--- src/rtl/kernel_sched_pkg.sv ---
// Shared types, default parameter values and the round-robin selector for
// the kernel job scheduler.
//   sched_state_t : dispatcher FSM state (IDLE, ISSUE)
//   rr_sel_t      : result of rr_select (one-hot grant, granted index, any_free)
//   rr_select()   : first non-busy kernel at or after rr_ptr, wrapping modulo
//                   kernel_num; kernels at index >= kernel_num are never granted
package kernel_sched_pkg;

    localparam int unsigned KERNEL_NUM_DEF = 8;
    localparam int unsigned ADDR_W_DEF     = 64;
    localparam int unsigned FIFO_DEPTH_DEF = 4;
    localparam int unsigned CNT_W_DEF      = 32;

    // Upper bound on KERNEL_NUM; selector vectors are sized to this.
    localparam int unsigned KMAX = 16;

    typedef enum logic {
        IDLE  = 1'b0,
        ISSUE = 1'b1
    } sched_state_t;

    typedef struct packed {
        logic            any_free;
        logic [3:0]      idx;
        logic [KMAX-1:0] grant;
    } rr_sel_t;

    function automatic rr_sel_t rr_select(
        input logic [3:0]      rr_ptr,
        input logic [KMAX-1:0] busy,
        input int unsigned     kernel_num
    );
        rr_sel_t     sel;
        int unsigned k;
        logic [3:0]  kk;
        sel = '0;
        for (int unsigned off = 0; off < KMAX; off++) begin
            if (off < kernel_num) begin
                k = 32'(rr_ptr) + off;
                if (k >= kernel_num) begin
                    k = k - kernel_num;
                end
                kk = k[3:0];
                if (!sel.any_free && !busy[kk]) begin
                    sel.any_free  = 1'b1;
                    sel.idx       = kk;
                    sel.grant[kk] = 1'b1;
                end
            end
        end
        return sel;
    endfunction

endpackage

--- src/rtl/job_desc_fifo.sv ---
// Synchronous job descriptor FIFO with flush.
//   clk, rst_n : clock, asynchronous active-low reset
//   flush      : synchronous empty (pointers to zero)
//   push       : write push_data when not full
//   pop        : advance read pointer when not empty; pop_data is the head
//   level      : occupancy 0..DEPTH
//   full/empty : status flags
module job_desc_fifo #(
    parameter int unsigned WIDTH = 64,
    parameter int unsigned DEPTH = 4
) (
    input  logic                       clk,
    input  logic                       rst_n,
    input  logic                       flush,
    input  logic                       push,
    input  logic [WIDTH-1:0]           push_data,
    input  logic                       pop,
    output logic [WIDTH-1:0]           pop_data,
    output logic [$clog2(DEPTH):0]     level,
    output logic                       full,
    output logic                       empty
);

    localparam int unsigned AW = $clog2(DEPTH);
    localparam logic [AW:0] FULL_LVL = (AW+1)'(DEPTH);

    logic [WIDTH-1:0] mem [DEPTH];
    logic [AW:0]      wptr;
    logic [AW:0]      rptr;
    logic             do_push;
    logic             do_pop;

    // Pointers carry one extra wrap bit so full and empty are distinguishable.
    assign level    = wptr - rptr;
    assign full     = (level == FULL_LVL);
    assign empty    = (wptr == rptr);
    assign pop_data = mem[rptr[AW-1:0]];
    assign do_push  = push & ~full & ~flush;
    assign do_pop   = pop & ~empty & ~flush;

    always_ff @(posedge clk or negedge rst_n) begin
        if (!rst_n) begin
            wptr <= '0;
            rptr <= '0;
        end else if (flush) begin
            wptr <= '0;
            rptr <= '0;
        end else begin
            if (do_push) begin
                wptr <= wptr + 1'b1;
            end
            if (do_pop) begin
                rptr <= rptr + 1'b1;
            end
        end
    end

    always_ff @(posedge clk) begin
        if (do_push) begin
            mem[wptr[AW-1:0]] <= push_data;
        end
    end

endmodule

--- src/rtl/kernel_job_scheduler.sv ---
// Round-robin dispatcher of job descriptors to KERNEL_NUM kernels.
//   clk, rst_n         : clock, asynchronous active-low reset
//   i_enable           : allows new dispatches (FIFO accepts regardless)
//   i_clear            : synchronous soft clear (FIFO, counters, rr pointer, FSM)
//   i_job_valid/addr   : job push; o_job_ready = FIFO not full
//   o_kernel_start     : registered one-hot start pulse, o_kernel_addr with it
//   i_kernel_complete  : per-kernel done level, rising edge ends a job
//   o_kernel_busy      : per-kernel busy flags
//   o_fifo_level       : FIFO occupancy
//   o_idle             : FIFO empty, no kernel busy, FSM idle
//   o_dispatch_cnt     : jobs issued since reset/clear
//   o_complete_cnt     : completions counted since reset/clear
module kernel_job_scheduler
    import kernel_sched_pkg::*;
#(
    parameter int unsigned KERNEL_NUM = KERNEL_NUM_DEF,
    parameter int unsigned ADDR_W     = ADDR_W_DEF,
    parameter int unsigned FIFO_DEPTH = FIFO_DEPTH_DEF,
    parameter int unsigned CNT_W      = CNT_W_DEF
) (
    input  logic                          clk,
    input  logic                          rst_n,
    input  logic                          i_enable,
    input  logic                          i_clear,
    input  logic                          i_job_valid,
    output logic                          o_job_ready,
    input  logic [ADDR_W-1:0]             i_job_addr,
    output logic [KERNEL_NUM-1:0]         o_kernel_start,
    output logic [ADDR_W-1:0]             o_kernel_addr,
    input  logic [KERNEL_NUM-1:0]         i_kernel_complete,
    output logic [KERNEL_NUM-1:0]         o_kernel_busy,
    output logic [$clog2(FIFO_DEPTH):0]   o_fifo_level,
    output logic                          o_idle,
    output logic [CNT_W-1:0]              o_dispatch_cnt,
    output logic [CNT_W-1:0]              o_complete_cnt
);

    localparam logic [CNT_W-1:0] CNT_ONE = {{(CNT_W-1){1'b0}}, 1'b1};
    localparam logic [3:0]       RR_LAST = 4'(KERNEL_NUM - 1);

    sched_state_t          state;
    sched_state_t          state_next;

    logic                  fifo_push;
    logic                  fifo_full;
    logic                  fifo_empty;
    logic [ADDR_W-1:0]     fifo_head;

    logic [KERNEL_NUM-1:0] busy;
    logic [KERNEL_NUM-1:0] comp_q;
    logic [KERNEL_NUM-1:0] comp_prev;
    logic [KERNEL_NUM-1:0] done_mask;
    logic [CNT_W-1:0]      done_num;

    logic [KMAX-1:0]       busy_ext;
    rr_sel_t               sel;
    logic [KERNEL_NUM-1:0] grant;
    logic [3:0]            rr_ptr;
    logic [3:0]            rr_next;
    logic                  dispatch;
    logic                  unused_grant;

    logic [KERNEL_NUM-1:0] start_q;
    logic [ADDR_W-1:0]     addr_q;
    logic [CNT_W-1:0]      disp_cnt;
    logic [CNT_W-1:0]      cmpl_cnt;

    // Clear wins over push in the same cycle.
    assign fifo_push   = i_job_valid & ~fifo_full & ~i_clear;
    assign o_job_ready = ~fifo_full;

    job_desc_fifo #(
        .WIDTH (ADDR_W),
        .DEPTH (FIFO_DEPTH)
    ) u_fifo (
        .clk       (clk),
        .rst_n     (rst_n),
        .flush     (i_clear),
        .push      (fifo_push),
        .push_data (i_job_addr),
        .pop       (dispatch),
        .pop_data  (fifo_head),
        .level     (o_fifo_level),
        .full      (fifo_full),
        .empty     (fifo_empty)
    );

    // Unimplemented selector lanes read as busy so they are never granted.
    always_comb begin
        busy_ext                 = '1;
        busy_ext[KERNEL_NUM-1:0] = busy;
    end

    assign sel          = rr_select(rr_ptr, busy_ext, KERNEL_NUM);
    assign grant        = sel.grant[KERNEL_NUM-1:0];
    assign unused_grant = |sel.grant;
    assign rr_next      = (sel.idx == RR_LAST) ? 4'd0 : sel.idx + 4'd1;

    // Done input is registered before edge detection, so a completion seen
    // at one edge acts on busy/count at the following edge.
    assign done_mask = comp_q & ~comp_prev & busy;

    always_comb begin
        done_num = '0;
        for (int unsigned i = 0; i < KERNEL_NUM; i++) begin
            if (done_mask[i]) begin
                done_num = done_num + CNT_ONE;
            end
        end
    end

    // FSM: state register
    always_ff @(posedge clk or negedge rst_n) begin
        if (!rst_n) begin
            state <= IDLE;
        end else if (i_clear) begin
            state <= IDLE;
        end else begin
            state <= state_next;
        end
    end

    // FSM: next state
    always_comb begin
        state_next = state;
        case (state)
            IDLE:    if (dispatch) state_next = ISSUE;
            ISSUE:   state_next = IDLE;
            default: state_next = IDLE;
        endcase
    end

    // FSM: outputs
    always_comb begin
        dispatch = 1'b0;
        if (state == IDLE && i_enable && !fifo_empty && sel.any_free && !i_clear) begin
            dispatch = 1'b1;
        end
    end

    // Busy flags and edge history survive a clear: kernels keep running.
    always_ff @(posedge clk or negedge rst_n) begin
        if (!rst_n) begin
            comp_q    <= '1;
            comp_prev <= '1;
            busy      <= '0;
            start_q   <= '0;
            addr_q    <= '0;
            rr_ptr    <= '0;
            disp_cnt  <= '0;
            cmpl_cnt  <= '0;
        end else begin
            comp_q    <= i_kernel_complete;
            comp_prev <= comp_q;
            busy      <= (busy & ~done_mask) | (dispatch ? grant : '0);
            if (i_clear) begin
                start_q  <= '0;
                rr_ptr   <= '0;
                disp_cnt <= '0;
                cmpl_cnt <= '0;
            end else begin
                start_q  <= dispatch ? grant : '0;
                cmpl_cnt <= cmpl_cnt + done_num;
                if (dispatch) begin
                    addr_q   <= fifo_head;
                    rr_ptr   <= rr_next;
                    disp_cnt <= disp_cnt + CNT_ONE;
                end
            end
        end
    end

    assign o_kernel_start = start_q;
    assign o_kernel_addr  = addr_q;
    assign o_kernel_busy  = busy;
    assign o_dispatch_cnt = disp_cnt;
    assign o_complete_cnt = cmpl_cnt;
    assign o_idle         = fifo_empty & ~(|busy) & (state == IDLE);

endmodule
--- config.mk ---
export PLATFORM = sky130hd
export DESIGN_NAME = kernel_job_scheduler
export DESIGN_NICKNAME = d
export VERILOG_FILES = /design/src/rtl/kernel_sched_pkg.sv /design/src/rtl/job_desc_fifo.sv /design/src/rtl/kernel_job_scheduler.sv
export SDC_FILE = /design/constraint.sdc
export NUM_CORES = 1
export LEC_CHECK = 0
export CAP_MARGIN = 20
export CORE_ASPECT_RATIO = 1.75
export CORE_UTILIZATION = 40
export CTS_CLUSTER_SIZE = 24
export DETAILED_ROUTE_END_ITERATION = 8
export PLACE_DENSITY = 0.65
export RECOVER_POWER = 25
export SYNTH_ARGS = -nofsm -noshare
export SYNTH_HDL_FRONTEND = slang
export SYNTH_HIERARCHICAL = 1
export SYNTH_SLANG_ARGS = --single-unit
--- constraint.sdc ---
create_clock -name clk -period 17.71 [get_ports clk]
set_input_delay 5.313 -clock clk [delete_from_list [all_inputs] [get_ports clk]]
set_output_delay 5.313 -clock clk [all_outputs]
set_load 0.005 [all_outputs]
==> summary.txt <==
Max Fclk - 115 MHz
Max stage delay on crit path - 1.14 ns
DPL Wire Length - 28.7 mm
syn_area_per_cell - 13.6 sq um
worst clock skew - 0.0269 ns
status - complete, but fails checks
kind of critical path - flip-flop to primary output
Worst EP required - 12.40 ns
Synth top area share - 40.8%
Post-synth top flop - edfxtp_1
maximum number of pins on one net before global-route repair - 105
Syn Inst Count - 1384
count leader, synth - edfxtp_1
total gr overflow - 0
post-CTS sizing - 0
final hold vios - 0
Final Max Slew Viols - 0
synth top area cells - edfxtp_1 41%, dfrtp_1 21%, mux4_2 8.9%
Worst setup EP type - primary output
Pwr Density - 103 nW/um^2
Peak VDD IR - 0.0991 mV
initial antenna violation count - 6
layout cell share with drive strength beyond 1 - 11.8%
met3 WL - 2.35 mm
Max Cap Viol - 0
Final ANT Viol Nets - 0
sequential fraction of the synthesis area - 63.7%
gr usage total - 19.0%
Final Power - 2.35 mW
TritonCTS buffer count - 40
most used cell, CP - inv_1
Top Family by Delay on Critical Path - flip-flops
met2 WL post-DR - 24.9 mm
Max FO, Critical Path - 67
met1 wire length - 16.1 mm
DRC - 11
Least-Margin Pin Slew - 1.08 ns
P&R area growth vs syn - 21.6%
EDFF count, synth - 256
Cell Area, Placed - 21600 sq um
nets@finish - 1708
H-tree depth - 2
later-pin clock latency in the skew report - 0.56 ns
final core utilization - 49.6%
global-route wire length before repair - 69.6 mm
Distinct cells, synth - 76
Die Y - 289 microns
setup bufs post-CTS - 0
startpoint types - flip-flop
final WL - 45.3 mm
CTS tree - built
Reg clk slew, reported paths - 0.07 ns
Final min period - 8.66 ns
CTS max path bufs - 3
Synth Register Bits - 427
failing checks - design-rule violations
routed len/inst - 20.5 microns
via count - 11800
buffer and inverter count on the worst path - 3
Starting Density - 40.7%
Critical Path AT - 3.35 ns
FFs w/ async S/R, synth - 40.0%
unrepaired setup endpoints after global routing - no
DRT Pass-1 Iters - 7
number of global-route vias before repair - 12100
clock sinks - 427
Netlist Area Pre-Place - 18800 sq um
die area - 48000 sq um
die width - 166 microns
post-layout instance area - 22900 sq um
Synth top cells by count - 256 x edfxtp_1, 242 x nand2_1, 155 x dfrtp_1
Port Buffers - 225
CP max-delay cell - dfrtp_4
top sig layer - met5
reg2reg setup slack - 10.97 ns
placer congestion estimate - 0.901
slew margin rel. - 27.8%
Root Driver - clkbuf_16
synth warn - 6
final setup vio count - 0
IO Pins - 226
1st-iter DRT viols - 626
row cnt - 104
Setup TNS - 0 ns
Hold Path Class - flip-flop to flip-flop
detail-routed via count per cell - 5.33
fin crit share - 48.9%
dominant cell type by area after synthesis - edfxtp_1
CORE AREA - 46200 sq um
Lkg Pwr - 8.54 nW
CP cell instances - inv_1 > fa_1 > xor3_2 > nor2_1 > inv_1 > clkdlybuf4s50_1
Hold Buf Count CTS - 0
-- final timing paths --
path / from / cells past startpoint / endpoint
worst max-delay path: u_fifo/rptr[1]$_DFFE_PN0P_ / 6 / o_job_ready
worst min-delay path: comp_q[6]$_DFF_PN1_ / 0 / comp_prev[6]$_DFF_PN1_
worst max register to register: o_kernel_busy[1]$_DFF_PN0_ / 29 / o_complete_cnt[18]$_DFF_PN0_
worst min register to register: comp_q[6]$_DFF_PN1_ / 0 / comp_prev[6]$_DFF_PN1_
max in group asynchronous: rst_n / 2 / u_fifo/rptr[0]$_DFFE_PN0P_
min in group asynchronous: rst_n / 1 / o_complete_cnt[27]$_DFF_PN0_
-- layer usage --
layer | global-route usage [%] | vias to the layer above
met2 | 36.4 | 302
met1 | 20.0 | 5924
met3 | 3.59 | 96
met4 | 8.67 | 6
met5 | 0 | -
li1 | - | 5423
-- cells by family after synthesis --
logic type | share of synthesized area [%]
XOR/XNOR | 3.25
AND/OR/NAND/NOR | 11.2
other | 0.0199
buffers and inverters | 3.07
flip-flops | 63.7
multiplexers | 10.7
adder cells (fa/ha/maj) | 2.67
AO/OA/AOI/OAI | 5.39
-- per-stage QoR --
stage / cells / worst slack [ns] / hold slack, ns
floorplan: 1386 / 6.25 / 0.354
finish: 2206 / 9.05 / 0.372
CTS: 2204 / 8.99 / 0.371
global placement: 2132 / 9.51 / 0.360
detailed placement: 2132 / 9.41 / 0.361
global route: 2206 / 8.86 / 0.380
-- registers in the layout (all words and copies together) (netlist names) --
register,count
u_fifo/mem,256
o_kernel_addr,64
o_complete_cnt,32
o_dispatch_cnt,32
comp_prev,8
comp_q,8
o_kernel_busy,8
o_kernel_start,8
rr_ptr,4
u_fifo/rptr,3
u_fifo/wptr,3
state,1
-- final cells by class --
type,count,area [sq um]
antenna,1,2.50
multi-input combinational,828,6290
sequential,427,12000
inverter,56,210
clock inverter,18,218
clock buffer,54,1090
tap,583,729
fill,3933,23300
timing repair buffer,239,2360
-- placed cells by master (no fill, tap or decap), types with 9 or more instances in the layout --
| master | instances |
|---|---|
| xor2_1 | 27 |
| a211oi_1 | 9 |
| buf_4 | 14 |
| nand3_1 | 27 |
| nand2_1 | 242 |
| nor3_1 | 10 |
| or3_1 | 16 |
| o21ai_0 | 38 |
| nand4_1 | 18 |
| dfrtp_1 | 153 |
| edfxtp_1 | 256 |
| nor2_1 | 84 |
| clkbuf_1 | 10 |
| mux2i_1 | 27 |
| a21oi_1 | 35 |
| ha_1 | 37 |
| clkbuf_16 | 40 |
| clkdlybuf4s50_1 | 155 |
| mux4_2 | 74 |
| nand2b_1 | 12 |
| xnor2_1 | 40 |
| inv_1 | 53 |
| dlygate4sd3_1 | 68 |
-- report_power, final --
part	internal (mW)	switching [mW]
combinational	0.167	0.144
clock	0.484	0.378
sequential	1.13	0.0519
No activity file was read; power rests on OpenSTA's default activity.
